**config.mk**
```make
export PLATFORM = sky130hd
export DESIGN_NAME = multdiv_ctrl
export DESIGN_NICKNAME = d
export VERILOG_FILES = /design/src/rtl/multdiv_pkg.sv /design/src/rtl/multdiv_step.sv /design/src/rtl/multdiv_ctrl.sv
export SDC_FILE = /design/constraint.sdc
export NUM_CORES = 1
export LEC_CHECK = 0
export ABC_AREA = 1
export CAP_MARGIN = 0
export CORE_ASPECT_RATIO = 0.7
export CORE_MARGIN = 2
export CORE_UTILIZATION = 24
export DETAILED_ROUTE_END_ITERATION = 8
export PLACE_DENSITY = 0.46
export SYNTH_ARGS = -nofsm -noshare
export SYNTH_HDL_FRONTEND = slang
export SYNTH_SLANG_ARGS = --single-unit
```
**constraint.sdc**
```tcl
create_clock -name clock -period 7.51 [get_ports clock]
set_clock_uncertainty 0.05 [all_clocks]
set_input_delay 1.502 -clock clock [delete_from_list [all_inputs] [get_ports clock]]
set_output_delay 1.502 -clock clock [all_outputs]
set_load 0.05 [all_outputs]
```
**src/rtl/multdiv_pkg.sv**
```systemverilog
// Shared definitions for the sequential signed multiply/divide controller:
// FSM state encoding, default operand width and exception flag constants.
package multdiv_pkg;

    localparam int DEFAULT_WIDTH = 32;

    typedef enum logic [2:0] {
        ST_IDLE = 3'd0,
        ST_MULT = 3'd1,
        ST_DIV  = 3'd2,
        ST_ZERO = 3'd3,
        ST_DONE = 3'd4
    } state_t;

    // Flag values reported on data_exception for each exceptional outcome
    localparam logic DIV0_EXC     = 1'b1;
    localparam logic DIV_OVF_EXC  = 1'b1;
    localparam logic MULT_OVF_EXC = 1'b1;

endpackage

```
**src/rtl/multdiv_step.sv**
```systemverilog
// One iteration of unsigned shift-add multiply or restoring shift-subtract divide.
// Combinational, zero latency; no flow control of its own.
module multdiv_step
    import multdiv_pkg::*;
#(
    parameter int WIDTH = DEFAULT_WIDTH
) (
    input  logic               mode_div,
    input  logic [2*WIDTH-1:0] acc,
    input  logic [WIDTH-1:0]   opnd,
    output logic [2*WIDTH-1:0] acc_next
);

    logic [WIDTH:0] sum;
    logic [WIDTH:0] rem_sh;
    logic [WIDTH:0] diff;

    always_comb begin
        sum      = {1'b0, acc[2*WIDTH-1:WIDTH]} + {1'b0, opnd};
        rem_sh   = acc[2*WIDTH-1:WIDTH-1];
        diff     = rem_sh - {1'b0, opnd};
        acc_next = '0;
        if (mode_div) begin
            // Upper half holds the partial remainder, quotient bits enter at the bottom
            if (diff[WIDTH]) begin
                acc_next = {rem_sh[WIDTH-1:0], acc[WIDTH-2:0], 1'b0};
            end else begin
                acc_next = {diff[WIDTH-1:0], acc[WIDTH-2:0], 1'b1};
            end
        end else if (acc[0]) begin
            acc_next = {sum, acc[WIDTH-1:1]};
        end else begin
            acc_next = {1'b0, acc[2*WIDTH-1:1]};
        end
    end

endmodule

```
**src/rtl/multdiv_ctrl.sv**
```systemverilog
// Iterative signed multiply/divide: result pulse WIDTH+1 edges after start (2 for divide-by-zero).
// busy stalls the issuing pipeline; starts arriving while busy are ignored.
module multdiv_ctrl
    import multdiv_pkg::*;
#(
    parameter int WIDTH = DEFAULT_WIDTH
) (
    input  logic             clock,
    input  logic             reset,
    input  logic             ctrl_MULT,
    input  logic             ctrl_DIV,
    input  logic [WIDTH-1:0] data_operandA,
    input  logic [WIDTH-1:0] data_operandB,
    output logic [WIDTH-1:0] data_result,
    output logic             data_exception,
    output logic             data_resultRDY,
    output logic             busy
);

    localparam int            CW   = $clog2(WIDTH) + 1;
    localparam logic [CW-1:0] LAST = CW'(WIDTH - 1);

    state_t             state;
    state_t             state_nxt;
    logic [2*WIDTH-1:0] acc;
    logic [2*WIDTH-1:0] acc_step;
    logic [WIDTH-1:0]   opnd;
    logic [CW-1:0]      count;
    logic               neg;

    logic               accept;
    logic               start_mult;
    logic               start_div;
    logic               a_neg;
    logic               b_neg;
    logic [WIDTH-1:0]   a_mag;
    logic [WIDTH-1:0]   b_mag;
    logic [2*WIDTH-1:0] prod_s;
    logic [WIDTH:0]     prod_hi;
    logic [WIDTH-1:0]   quot_s;
    logic               mult_ovf;
    logic               div_ovf;

    multdiv_step #(.WIDTH(WIDTH)) u_step (
        .mode_div (state == ST_DIV),
        .acc      (acc),
        .opnd     (opnd),
        .acc_next (acc_step)
    );

    always_comb begin
        accept     = (state == ST_IDLE) || (state == ST_DONE);
        start_mult = accept && ctrl_MULT;
        start_div  = accept && ctrl_DIV && !ctrl_MULT;
        a_neg      = data_operandA[WIDTH-1];
        b_neg      = data_operandB[WIDTH-1];
        a_mag      = a_neg ? -data_operandA : data_operandA;
        b_mag      = b_neg ? -data_operandB : data_operandB;
        // Fixup terms are only consumed on the final step, when acc_step is complete
        prod_s     = neg ? -acc_step : acc_step;
        prod_hi    = prod_s[2*WIDTH-1:WIDTH-1];
        mult_ovf   = !((&prod_hi) || !(|prod_hi));
        quot_s     = neg ? -acc_step[WIDTH-1:0] : acc_step[WIDTH-1:0];
        // Same-sign operands with quotient MSB set only happens for MIN / -1
        div_ovf    = !neg && acc_step[WIDTH-1];
    end

    always_comb begin
        state_nxt      = state;
        data_resultRDY = 1'b0;
        busy           = 1'b0;
        case (state)
            ST_IDLE, ST_DONE: begin
                data_resultRDY = (state == ST_DONE);
                if (start_mult) begin
                    state_nxt = ST_MULT;
                end else if (start_div) begin
                    state_nxt = (data_operandB == '0) ? ST_ZERO : ST_DIV;
                end else begin
                    state_nxt = ST_IDLE;
                end
            end
            ST_MULT, ST_DIV: begin
                busy = 1'b1;
                if (count == LAST) begin
                    state_nxt = ST_DONE;
                end
            end
            ST_ZERO: begin
                busy      = 1'b1;
                state_nxt = ST_DONE;
            end
            default: state_nxt = ST_IDLE;
        endcase
    end

    always_ff @(posedge clock) begin
        if (!reset) begin
            state          <= ST_IDLE;
            acc            <= '0;
            opnd           <= '0;
            count          <= '0;
            neg            <= 1'b0;
            data_result    <= '0;
            data_exception <= 1'b0;
        end else begin
            state <= state_nxt;
            if (start_mult) begin
                acc   <= {{WIDTH{1'b0}}, b_mag};
                opnd  <= a_mag;
                neg   <= a_neg ^ b_neg;
                count <= '0;
            end else if (start_div) begin
                acc   <= {{WIDTH{1'b0}}, a_mag};
                opnd  <= b_mag;
                neg   <= a_neg ^ b_neg;
                count <= '0;
            end
            case (state)
                ST_MULT: begin
                    acc   <= acc_step;
                    count <= count + CW'(1);
                    if (count == LAST) begin
                        data_result    <= prod_s[WIDTH-1:0];
                        data_exception <= mult_ovf ? MULT_OVF_EXC : 1'b0;
                    end
                end
                ST_DIV: begin
                    acc   <= acc_step;
                    count <= count + CW'(1);
                    if (count == LAST) begin
                        data_result    <= quot_s;
                        data_exception <= div_ovf ? DIV_OVF_EXC : 1'b0;
                    end
                end
                ST_ZERO: begin
                    data_result    <= '0;
                    data_exception <= DIV0_EXC;
                end
                default: ;
            endcase
        end
    end

endmodule
```
==> reports/qor.yml, run 1 <==
outcome:
  status: "finished clean"
yosys:
  synth_seq_cells: 139
  synth-edff-count: 0
  yosysWarnings: 0
  syn_avg_cell_area_um2: 5.53
  synth.distinct_cells: 53
  synth_async_sr_flop_share: 0
  synthesis.nets: 3074
  yosysSeqAreaShare: 0.171
  syn_inst: 2936
  synth_area_um2: 16200
  synth-main-ff-cell: "dfxtp_1"
cells_and_area:
  fin_nets: 3111
  diodes: 0
  fillers: 7713
  drive_above_1_share: 0.0573
  layout_common_cells: "975 x nand2_1, 400 x inv_1, 272 x nor2_1"
  syn2layout_area_growth_pct: 14.6
  design_area_um2: 18600
  final_common_cell: "nand2_1"
clocking:
  clockRootBuffer: "clkbuf_16"
  cts_max_level: 4
  ctsLongestPathBuffers: 2
  ctsResizeCount: 0
  clk_latency_ns: 0.46
  cts_tree: "yes"
  clk_pin_slew_ns: 0.08
  numCtsBuffers: 17
  cts.sinks: 139
  ctsHoldBuffers: 0
  postCtsSetupBuffers: 0
floorplan:
  die-area_um2: 69800
  die_x_um: 315
  io_pins: 103
  fp.dieH_um: 222
  num_rows: 79
  initial_utilization: 0.243
  fp.coreArea_um2: 66700
critical_path:
  arrival_ns: 5.71
  start_kind: "flop"
  end_kind: "flop"
  cpMostUsedCell: "nand2_1"
  path_max_fanout: 15
  cpPeakStageDelay_ns: 0.60
  path_class: "reg2reg"
  cp_slowest_cell: "dfxtp_1"
  required_ns: 7.77
timing:
  finalWorstSetupSlack_ns: 2.05
  finalCriticalPeriod_ns: 5.46
  slew_headroom: 0.222
  drv_slew: 0
  fin_setup_tns_ns: 0
  period_share: 0.727
  rsz0062_at_grt: "false"
  worst_pin_slew_ns: 1.16
  hold_slack_ns: 0.415
  hold_violations: 0
  finalSetupViolations: 0
  max_freq_mhz: 183
placement:
  dpl_worst_slack_ns: 2.08
  placed_area_um2: 18000
  portBuffers: 102
  gp_congestion: 0.944
  hpwl_mm: 60.4
worst_hold_path:
  min_path_type: "reg2reg"
drt:
  viasPerCell: 4.86
  postRouteWirelength_mm: 73.1
  remaining_drc_errors: 0
  ant_nets: 0
  drtPass1Iterations: 6
  wl_per_cell_um: 18.9
  vias: 18900
  drtIter0Drc: 2041
global_route:
  grtUsageTotal: 0.204
  grt_max_degree: 72
  grt_overflow: 0
  grt_pass1_wl_mm: 108
  grt_antenna_before_repair: 0
  grt_pass1_vias: 16500
power:
  sw_frac_of_total: 0.519
  p_int_w: 0.00184
  switchingPower_w: 0.00199
  power_leakage_nw: 8.96
  pwr-share-seq: 0.234
  p_comb_frac: 0.539
  cellPowerDensity_nw_per_um2: 205
  total_power_w: 0.00382
  pwr-share-clk: 0.227
  ir_drop_mv: 0.184
flow_run:
  max_cap_viol_count: 0
worst max-delay path: cells and delay by family, from the launching register on:
kind | cells | cell delay, ns
and+or+nand+nor | 25 | 3.29
DFF | 1 | 0.60
adders and majority gates | 2 | 0.56
AOI/OAI and AO/OA | 3 | 0.54
buffers and inverters | 2 | 0.23
cell usage after synthesis (4+ instances only):
cell type	instances	area, µm²
ha_1	68	851
nand3_2	9	90.1
clkbuf_1	77	289
o31ai_1	5	37.5
o21ai_1	7	35.0
o211ai_1	40	300
inv_2	11	41.3
a21oi_1	158	791
nand2_2	26	163
a21o_1	4	30.0
buf_6	8	90.1
clkinv_1	6	22.5
a22oi_1	8	60.1
nor2_4	4	45.0
nand4_1	22	138
o221ai_1	9	78.8
a31oi_1	36	225
a21oi_2	4	35.0
o21ai_0	145	726
xnor2_1	26	228
nand3b_1	16	120
nand2_4	7	78.8
nand3_1	223	1120
or2_2	21	131
buf_1	7	26.3
buf_2	6	30.0
o21bai_1	20	150
o21ai_2	9	78.8
inv_1	401	1510
o22ai_1	7	43.8
nor2_1	274	1030
nor3_1	34	170
nor4_1	7	43.8
dfxtp_1	139	2780
nand2_1	976	3660
xor2_1	63	552
nor2_2	20	125
power groups by stage:
| stage | logic, W | registers (W) | clock network (W) |
|---|---|---|---|
| final | 0.00206 | 0.000893 | 0.000869 |
| after global routing | 0.00225 | 0.000900 | 0.000902 |
| after CTS | 0.00201 | 0.000891 | 0.000875 |
| after detailed placement | 0.00201 | 0.000908 | 0 |
| after global placement | 0.00202 | 0.000908 | 0 |
| after floorplan | 0.00133 | 0.000924 | 0 |
per-stage QoR:
stage | cells | utilization
5_1_grt | 3877 | 0.279
2_1_floorplan | 2936 | -
4_1_cts | 3877 | 0.279
3_5_place_dp | 3845 | 0.270
6_report | 3877 | 0.279
3_3_place_gp | 3845 | 0.270
sequential cells by signal, indices dropped and copies added (netlist names):
register        count
acc                64
count               6
data_exception      1
data_result        32
neg                 1
opnd               32
state               3
final timing paths:
check | depth (start not counted) | to | from | slack (ns)
worst max-delay path | 32 | data_exception | acc[52] | 2.05
worst min-delay path | 2 | data_result[20] | data_result[20] | 0.42
worst max register to register | 32 | data_exception | acc[52] | 2.05
worst min register to register | 2 | data_result[20] | data_result[20] | 0.42
layout make-up:
type,count,area [µm²],area share
timing repair buffer,121,1160,0.0625
inverter,418,1570,0.0844
sequential,139,2790,0.150
clock buffer,18,439,0.0236
multi-input combinational,2276,11400,0.613
clock inverter,14,120,0.00646
tap,891,1110,0.0599
routing by layer:
metal,part of all wire,vias up,global-route usage,routed length (µm)
li1,-,9472,-,-
met1,0.54,8594,0.346,39300
met2,0.33,755,0.236,24500
met3,0.12,32,0.0634,8620
met4,0.0092,0,0.0295,675
met5,0,-,0,0
cell families after synthesis:
kind of cell	count (synthesis)	share of synthesized area
xor+xnor	89	0.0480
compound gates	466	0.167
fa+ha+maj	70	0.0549
simple gates	1651	0.431
buf+inv	521	0.127
flops	139	0.171
No activity file was read; power rests on OpenSTA's default activity.
==> run 2, diff against run 1 <==
clock period = 5.1 ns   (was 7.51 ns; I/O delays follow)
==> run 2 against run 1 <==
Effect of this change:
- global-route usage is 1.0 points higher
- maximum frequency grew 17%
- highest routed layer is now met5
- clock power rose by 55%
- largest power group unchanged
- non-clock buffer count up 78
- critical path type unchanged
- combinational power increased by 57%
- largest cell class unchanged
- routed wire length up 5.2%
- worst setup slack got worse by 1.6 ns
- critical endpoint unchanged
- sequential share of layout area shrank 0.56 points
- utilization increased by 1.1 points
- register-to-register slack worse by 1.6 ns
- final cell count rose by 2.0%
- worst hold slack lost 0.00056 ns
==> reports/qor.yml, run 2 (synthesis gave the netlist of run 1 again) <==
outcome:
  status: "finished clean"  # unchanged
global_route:
  grt_max_degree: 75  # was 72
  grt_pass1_vias: 17200  # was 16500
  grt_overflow: 0  # unchanged
  grt_antenna_before_repair: 5  # was 0
  grt_pass1_wl_mm: 112  # was 108 mm
  grtUsageTotal: 0.215  # was 0.204
drt:
  postRouteWirelength_mm: 76.9  # was 73.1 mm
  drtPass1Iterations: 8  # was 6
  remaining_drc_errors: 0  # unchanged
  drtIter0Drc: 2078  # was 2041
  viasPerCell: 4.86  # about the same
  ant_nets: 0  # unchanged
  wl_per_cell_um: 19.4  # was 18.9 µm
  vias: 19200  # was 18900
floorplan:
  fp.dieH_um: 222  # unchanged
  num_rows: 79  # unchanged
  initial_utilization: 0.243  # unchanged
  io_pins: 103  # unchanged
  die_x_um: 315  # unchanged
  fp.coreArea_um2: 66700  # unchanged
  die-area_um2: 69800  # unchanged
clocking:
  cts_max_level: 4  # unchanged
  ctsLongestPathBuffers: 2  # unchanged
  cts_tree: "yes"  # unchanged
  cts.sinks: 139  # unchanged
  clockRootBuffer: "clkbuf_16"  # unchanged
  clk_latency_ns: 0.47  # was 0.46 ns
  clk_pin_slew_ns: 0.08  # about the same
  numCtsBuffers: 17  # unchanged
power:
  ir_drop_mv: 0.244  # was 0.184 mV
  power_leakage_nw: 9.38  # was 8.96 nW
  cellPowerDensity_nw_per_um2: 303  # was 205 nW/µm²
  total_power_w: 0.00586  # was 0.00382 W
cells_and_area:
  fillers: 7649  # was 7713
  layout_common_cells: "967 x nand2_1, 396 x inv_1, 268 x nor2_1"  # was 975 x nand2_1, 400 x inv_1, 272 x nor2_1
  final_common_cell: "nand2_1"  # unchanged
  drive_above_1_share: 0.0907  # was 0.0573
  multi_input_area_um2: 11500  # was 11400 µm²
  regMostFlops: "acc"  # unchanged
  fin_nets: 3189  # was 3111
  seq_area_um2: 2790  # about the same
  largestRegisters: "acc: 64 flops, data_result: 32 flops, opnd: 32 flops"  # unchanged
  largest_register_ffs: 64  # unchanged
  syn2layout_area_growth_pct: 19.3  # was 14.6%
  diodes: 0  # unchanged
timing:
  hold_violations: 0  # unchanged
  max_freq_mhz: 214  # was 183 MHz
  worst_pin_slew_ns: 1.13  # was 1.16 ns
  slew_headroom: 0.242  # was 0.222
  fin_setup_tns_ns: 0  # unchanged
  rsz0062_at_grt: "false"  # unchanged
  finalCriticalPeriod_ns: 4.66  # was 5.46 ns
  period_share: 0.914  # was 0.727
  drv_slew: 0  # unchanged
  finalSetupViolations: 0  # unchanged
flow_run:
  max_cap_viol_count: 0  # unchanged
critical_path:
  cpPeakStageDelay_ns: 0.50  # was 0.60 ns
  path_delay_family: "simple AND/OR/NAND/NOR gates"  # unchanged
  required_ns: 5.39  # was 7.77 ns
  arrival_ns: 4.95  # was 5.71 ns
  cp_slowest_cell: "dfxtp_1"  # unchanged
  cpMostUsedCell: "nand2_1"  # unchanged
  path_class: "reg2reg"  # unchanged
  path_max_fanout: 5  # was 15
  path_buf_inv: 2  # unchanged
  end_kind: "flop"  # unchanged
  start_kind: "flop"  # unchanged
worst_hold_path:
  min_path_type: "reg2reg"  # unchanged
placement:
  hpwl_mm: 63.7  # was 60.4 mm
  portBuffers: 102  # unchanged
  gp_congestion: 0.980  # was 0.944
==> run 2: cell count changes in the layout (fill, tap and decap cells not counted), moves of 4 or more <==
cell,before,now
nand2_1,975,967
nor2_1,272,268
inv_1,400,396
dfxtp_2,2,7
dfxtp_1,137,132
nand2_2,27,34
ha_1,68,64
buf_4,19,95
==> run 2: path summary, 6_finish.rpt <==
check	slack (ns)	cells past startpoint	endpoint	from
setup reg to reg	0.44	32	data_exception	acc[52]
hold / removal	0.41	2	data_result[4]	data_result[4]
hold reg to reg	0.41	2	data_result[4]	data_result[4]
setup / recovery	0.44	32	data_exception	acc[52]
==> run 2: repair_timing <==
item / CTS / global route
buffers inserted: 0 / 7
resized for setup: 0 / 37
hold endpoints to repair: 0 / 0
hold buffers: 0 / 0
setup endpoints to repair: 0 / 1
==> run 2: cell type report <==
| cell class | instances | area share |
|---|---|---|
| timing repair buffer | 199 | 0.0916 |
| multi-input combinational | 2276 | 0.595 |
| clock inverter | 15 | 0.00904 |
| inverter | 418 | 0.0812 |
| tap | 891 | 0.0576 |
| sequential | 139 | 0.144 |
| clock buffer | 17 | 0.0220 |
==> run 2: report_power, final <==
part,switching [W],internal [W],total (W),leakage (nW)
clock,0.000650,0.000702,0.00135,0.294
combinational,0.00227,0.000956,0.00323,7.95
sequential,0.0000935,0.00119,0.00128,1.14
total,0.00302,0.00285,0.00586,9.38
==> run 2: worst min-delay path, cell delays in order (launching register included) <==
cell	delay, ns
dfxtp_1	0.31
nand2_1	0.06
a21oi_1	0.05
==> run 2: metal layers <==
layer,global-route usage,share of wire
met4,0.0472,0.019
met5,0,0.00072
met2,0.251,0.34
met3,0.0949,0.13
met1,0.338,0.51
==> run 2: stage by stage <==
step	instances	worst slack, ns	util	hold WS, ns	instance area, µm²
2_1_floorplan	2936	0.926	-	0.394	16200
3_3_place_gp	3916	0.203	0.279	0.405	18600
3_5_place_dp	3916	0.168	0.279	0.406	18600
4_1_cts	3948	0.138	0.288	0.418	19200
5_1_grt	3955	0.0114	0.290	0.430	19400
6_report	3955	0.436	0.290	0.415	19400
